==> src/rtl/bz_tune_meter.sv <==
// Tone-period decoder: synchronizes and deglitches a square wave, then measures the
// rising-to-rising period and high time and flags lock and loss of signal.
module bz_tune_meter #(
  parameter int unsigned CNT_W      = 20,
  parameter int unsigned FILT       = 4,
  parameter int unsigned MAX_PERIOD = 1000000,
  parameter int unsigned TOL        = 4
) (
  input  logic             clk,
  input  logic             rst_n,
  input  logic             en,
  input  logic             tone_in,
  output logic [CNT_W-1:0] period,
  output logic [CNT_W-1:0] high_time,
  output logic [CNT_W-1:0] param_est,
  output logic             period_valid,
  output logic             locked,
  output logic             no_signal
);

  localparam int unsigned FW = (FILT < 2) ? 1 : $clog2(FILT + 1);
  localparam logic [FW-1:0]    FiltLast = FW'(FILT - 1);
  localparam logic [CNT_W-1:0] MaxCnt   = CNT_W'(MAX_PERIOD);
  localparam logic [CNT_W:0]   TolW     = (CNT_W + 1)'(TOL);

  typedef enum logic {StWait, StMeasure} state_e;

  state_e          state;
  logic            tone_s1, tone_s2;
  logic            tone_f, tone_f_d1;
  logic [FW-1:0]   filt_cnt;
  logic [CNT_W-1:0] cnt, hcnt;
  logic            have_prev;

  logic             rise;
  logic [CNT_W:0]   diff;
  logic             within_tol;
  logic [CNT_W-1:0] half;
  logic [CNT_W-1:0] par_new;

  // Synchronizer and level filter run regardless of en so re-enable sees a settled level.
  always_ff @(posedge clk or negedge rst_n) begin
    if (!rst_n) begin
      tone_s1   <= 1'b0;
      tone_s2   <= 1'b0;
      tone_f    <= 1'b0;
      tone_f_d1 <= 1'b0;
      filt_cnt  <= '0;
    end else begin
      tone_s1   <= tone_in;
      tone_s2   <= tone_s1;
      tone_f_d1 <= tone_f;
      if (tone_s2 != tone_f) begin
        if (filt_cnt == FiltLast) begin
          tone_f   <= tone_s2;
          filt_cnt <= '0;
        end else begin
          filt_cnt <= filt_cnt + FW'(1);
        end
      end else begin
        filt_cnt <= '0;
      end
    end
  end

  always_comb begin
    rise       = tone_f & ~tone_f_d1;
    diff       = (cnt >= period) ? ({1'b0, cnt} - {1'b0, period})
                                 : ({1'b0, period} - {1'b0, cnt});
    within_tol = (diff <= TolW);
    half       = cnt >> 1;
    par_new    = (half == '0) ? '0 : half - CNT_W'(1);
  end

  // cnt counts cycles since the last accepted edge including the current one, so on
  // the next edge it equals the period directly.
  always_ff @(posedge clk or negedge rst_n) begin
    if (!rst_n) begin
      state        <= StWait;
      cnt          <= '0;
      hcnt         <= '0;
      have_prev    <= 1'b0;
      period       <= '0;
      high_time    <= '0;
      param_est    <= '0;
      period_valid <= 1'b0;
      locked       <= 1'b0;
      no_signal    <= 1'b0;
    end else begin
      period_valid <= 1'b0;
      if (!en) begin
        state     <= StWait;
        cnt       <= '0;
        hcnt      <= '0;
        have_prev <= 1'b0;
        locked    <= 1'b0;
      end else begin
        unique case (state)
          StWait: begin
            if (rise) begin
              state <= StMeasure;
              cnt   <= CNT_W'(1);
              hcnt  <= CNT_W'(1);
            end
          end
          StMeasure: begin
            // An edge on the timeout cycle takes priority over the timeout.
            if (rise) begin
              period       <= cnt;
              high_time    <= hcnt;
              param_est    <= par_new;
              period_valid <= 1'b1;
              locked       <= have_prev & within_tol;
              have_prev    <= 1'b1;
              no_signal    <= 1'b0;
              cnt          <= CNT_W'(1);
              hcnt         <= CNT_W'(1);
            end else if (cnt == MaxCnt) begin
              state     <= StWait;
              no_signal <= 1'b1;
              locked    <= 1'b0;
              have_prev <= 1'b0;
              cnt       <= '0;
              hcnt      <= '0;
            end else begin
              cnt  <= cnt + CNT_W'(1);
              hcnt <= hcnt + CNT_W'(tone_f);
            end
          end
        endcase
      end
    end
  end

endmodule

==> config.mk <==
export PLATFORM = sky130hd
export DESIGN_NAME = bz_tune_meter
export DESIGN_NICKNAME = d
export VERILOG_FILES = /design/src/rtl/bz_tune_meter.sv
export SDC_FILE = /design/constraint.sdc
export NUM_CORES = 1
export LEC_CHECK = 0
export CORE_MARGIN = 2
export CORE_UTILIZATION = 40
export DETAILED_ROUTE_END_ITERATION = 7
export PLACE_DENSITY_LB_ADDON = 0.1
export SKIP_LAST_GASP = 1
export SLEW_MARGIN = 20
export SYNTH_ARGS = -nofsm -noshare
export SYNTH_HDL_FRONTEND = slang
export SYNTH_SLANG_ARGS = --single-unit
==> constraint.sdc <==
create_clock -name clk -period 2.79 [get_ports clk]
set_clock_uncertainty 0.2 [all_clocks]
set_input_delay 0.279 -clock clk [delete_from_list [all_inputs] [get_ports clk]]
set_output_delay 0.279 -clock clk [all_outputs]
set_load 0.1 [all_outputs]
==> out/results.txt <==
The flow ran to the end, but the final reports show violations. The final reports fail on negative setup slack. For the worst setup path, the data required time is 2.87 ns.

Cells fill 57.8% of the core in the end. After clock tree synthesis, the clock-pin slew on the worst setup and hold paths is 0.09 ns. Tracing the worst setup path back leads to its startpoint at period[2]. The final critical path time including I/O delays and setup was 3.08 ns; the post-synthesis compound-gate area fraction was 17.2%. Setup repair after global routing could not meet its margin everywhere. The die covers 19,400 sq um.

Buffers inserted during clock tree synthesis total 9. In this run switching power makes up 50.4% of total power. Once placement completed, the tool counted placed cells totaling 1,311. The maximum root-to-sink buffer count is 2, and the share of power burned in the clock network is 12.4%. Of the total synthesized cell area, the portion taken by XOR and XNOR cells is 7.07%. The logs give 64 for the maximum number of pins on one net before global-route repair and 11.3 mW for the total design power.

After the first detailed-routing iteration, the DRC count stood at 356. Prior to clock tree synthesis, the placed netlist has a worst setup slack of -0.495 ns. The logs give 899 for the number of nets in the synthesized netlist and 7,300 for the via count of the first global-routing pass. The run gives 324 MHz as the highest attainable clock frequency. Global routing used 24.8% of the available tracks across all layers.

The layout has 1,643 filler cells. The routed length per placed instance is 17.5 um. The initial core utilization is 40.7%. The tools report the number of endpoints with negative hold slack in the final report as 0. The slowest stage of the critical path is the sky130_fd_sc_hd__dfrtp_4 cell. Critical path buffer and inverter count: 1. The number of vias per cell after detailed routing works out to 5.23. The post-route fraction of the period consumed by the critical path works out to 111%.

The portion of total power attributed to sequential cells is 19.4%. The H-tree was split into 3 levels. For this run, design rule violations remaining after detail routing come to 0.

Once detailed placement completed, the half-perimeter wirelength came to 18,500 um. For the number of pins with negative max-slew slack in the final report, the log shows 0. The CTS sink count is 112, and the delay of the slowest cell on the worst path is 0.49 ns.

Detailed routing inserted a total of 6,981 vias. The first global-routing pass estimated 38,200 um of wire. In this run, synthesis inferred 0 flip-flops with an integrated enable. Summing the areas of all and, or, nand and nor instances in the mapped netlist gives 22.3% of the synthesized area. Counting flops and latches in the post-synthesis netlist gives 112.

After synthesis, the largest family of logic cells by area is simple AND/OR/NAND/NOR gates. TritonCTS built the clock tree. Across the whole layout, storage elements account for 2870 sq um. In this run the horizontal extent of the chip is 139 um. Broken down by cell family, the worst path's largest delay share belongs to compound AO/OA/AOI/OAI gates.

For this design the total switching power over the nets is 5.71 mW. The internal reg-to-reg setup slack came out at -0.29 ns. Among all flip-flop cells after synthesis, the most frequent one is sky130_fd_sc_hd__dfrtp_1. The number of antenna violations at the first check in global routing came out at 0. The startpoint type of the worst setup path was a flip-flop.

The power per unit of standard cell area came out at 1090 nW/um^2. Yosys attributes the largest share of cell area to sky130_fd_sc_hd__dfrtp_1 38%, sky130_fd_sc_hd__ha_1 8.0%, sky130_fd_sc_hd__nand2_1 6.8%. A synthesized cell averages 8.62 sq um.

The tools report the start point of the worst min-delay path as tone_in. The post-layout net count came out at 1,151. The run gives 0 as the leftover overflow at the end of global routing. The cell count after synthesis is 848, and the adder-cell area share of the yosys netlist is 8.05%.

For this design the top-level I/O count stands at 67. By startpoint and endpoint, the worst setup path is classified as flip-flop to flip-flop. The core region is 18,000 sq um.

The run gives -0.295 ns as the setup slack of the critical path after layout. Multiplexer cells account for 1.30% of the synthesized area. The detail route stage leaves a number of antenna-violating nets equal to 0. The tools report the clock insertion delay at the later pin of the skew report as 0.37 ns. The worst min-delay path class was primary input to flip-flop. The area growth from synthesis to final layout was 42.1%. Cells with a size suffix above 1 make up 36.4% of the layout. CTS placed an instance of sky130_fd_sc_hd__clkbuf_16 at the clock tree root.

The die is 139 um tall. Yosys mapped the design onto 81 distinct sky130hd cell types. For the count of standard-cell rows, the log shows 49.

STA classifies the critical path endpoint as a flip-flop. Buffers placed on the I/O ports in this run total 66. Routability-driven placement finished with a final weighted congestion of 0.933. Summed over its instances, the top area cell type makes up 38.4% of the synthesized netlist area. Of all nets on the critical path, the largest fanout is 3. The run gives 0 as the reported max-cap violation count. The signal on the critical path passes through ha_1 > buf_4 > nor2_1 > a21oi_1 > o21ai_1 > a21oi_1 > a311oi_1 > o21ai_1 > o41ai_2 > o22ai_1 > o31ai_2.

The routed design has 23,400 um of wire. The startpoint identified for the worst register-to-register timing path is period[2]. Sequential elements use 38.4% of the synthesized area. Internal power: 5.61 mW.

Among all cell types in the netlist, the one instantiated most often is sky130_fd_sc_hd__nand2_1. The run gives 57.4% as the worst max-slew margin expressed relative to the limit. Cell area after technology mapping: 7310 sq um.

The cell type contributing the most total cell area after synthesis was sky130_fd_sc_hd__dfrtp_1. STA puts the critical path data arrival time at 3.16 ns. The footprint of the multi-input gates is 4520 sq um. The final-report setup violation count was 1; the post-layout instance count excluding filler cells was 1,335. Yosys printed 0 warnings. In the synthesized netlist, the cells that appear most often are 133 x sky130_fd_sc_hd__nand2_1, 112 x sky130_fd_sc_hd__dfrtp_1, 67 x sky130_fd_sc_hd__nor2_1. For this run, the detailed router's first-pass iteration total came to 5.

In the synthesized netlist the async set-or-reset flop fraction comes to 100%. The transition at the pin with the smallest max-transition slack was 0.639 ns; the maximum ir drop on the vdd rail was 0.833 mV. In this run, the combinational gates consume 68.1% of the power. The tools report the leakage component of the power as 4.85 nW.
-- power groups by stage --
stage,logic (mW),registers (mW),clock network [mW]
2_1_floorplan,2.63,4.11,0
3_3_place_gp,7.17,2.22,0
3_5_place_dp,7.17,2.23,0
4_1_cts,7.60,2.20,1.45
5_1_grt,8.18,2.25,1.51
6_report,7.71,2.20,1.41
-- flip-flops by register name (all words and copies together), names as in the netlist --
| signal | count |
|---|---|
| period | 20 |
| tone_f_d1 | 1 |
| state | 1 |
| param_est | 20 |
| tone_s2 | 1 |
| locked | 1 |
| period_valid | 1 |
| hcnt | 20 |
| no_signal | 1 |
| tone_f | 1 |
| tone_s1 | 1 |
| high_time | 20 |
| filt_cnt | 3 |
| have_prev | 1 |
| cnt | 20 |
-- final timing paths --
check / to / depth (start not counted)
max: locked / 11
min: tone_s1 / 1
max reg2reg: locked / 11
min reg2reg: tone_s2 / 0
max in group asynchronous: period[9] / 3
min in group asynchronous: tone_s2 / 2
-- metal layers --
metal	share of wire, %	GRT usage (%)	vias to the layer above
met3	3.7	4.21	43
li1	-	-	3436
met4	2.8	7.23	0
met2	48	42.2	135
met1	46	32.5	3367
met5	0	0	-
-- metrics by stage --
stage	area [sq um]	setup TNS (ns)	hold WS, ns
after floorplan	7430	-0.252	-0.217
after global placement	9620	-2.81	0.0763
after detailed placement	9620	-3.32	0.0777
after CTS	10300	-0.261	0.144
after global routing	10400	-0.463	0.144
final	10400	-0.295	0.156
-- cell type report --
type / instances / share of cell area [%]
Clock inverter: 7 / 0.916
Inverter: 59 / 2.16
Clock buffer: 9 / 2.17
Tap cell: 229 / 2.76
Antenna cell: 1 / 0.0241
Sequential cell: 112 / 27.6
Multi-Input combinational cell: 640 / 43.5
Timing Repair Buffer: 278 / 20.8
-- kinds of logic (layout without fill, tap and decap cells) --
family,count (synthesis),after routing
AOI/OAI and AO/OA,191,191
and+or+nand+nor,334,334
xor gates and xnor gates,59,59
muxes,9,9
adders and majority gates,47,47
buffers and inverters,96,353
other,0,1
DFF,112,112
-- cell usage in the layout (no fill, tap or decap), types with 11 or more instances in the layout --
cell / Yosys / final
sky130_fd_sc_hd__buf_4: 4 / 269
sky130_fd_sc_hd__nand2_1: 133 / 130
sky130_fd_sc_hd__dfrtp_1: 112 / 91
sky130_fd_sc_hd__nor2_1: 67 / 65
sky130_fd_sc_hd__o21ai_0: 66 / 60
sky130_fd_sc_hd__inv_1: 55 / 52
sky130_fd_sc_hd__xnor2_1: 48 / 48
sky130_fd_sc_hd__ha_1: 47 / 34
sky130_fd_sc_hd__a21oi_1: 42 / 29
sky130_fd_sc_hd__nand3_1: 26 / 23
sky130_fd_sc_hd__dfrtp_4: 0 / 16
sky130_fd_sc_hd__nor3_1: 18 / 14
sky130_fd_sc_hd__nand4_1: 14 / 14
sky130_fd_sc_hd__nor2b_1: 12 / 11
sky130_fd_sc_hd__xor2_1: 11 / 11
sky130_fd_sc_hd__a21oi_2: 1 / 11
-- repair_timing --
action / 4_1_cts / 5_1_grt
buffers inserted: 6 / 0
endpoints found under the hold margin: 32 / 0
hold buffers: 1 / 0
gates resized for setup: 63 / 12
endpoints found under the setup margin: 39 / 34
pin swaps: 26 / 5
(Power assumes the default switching activity.)
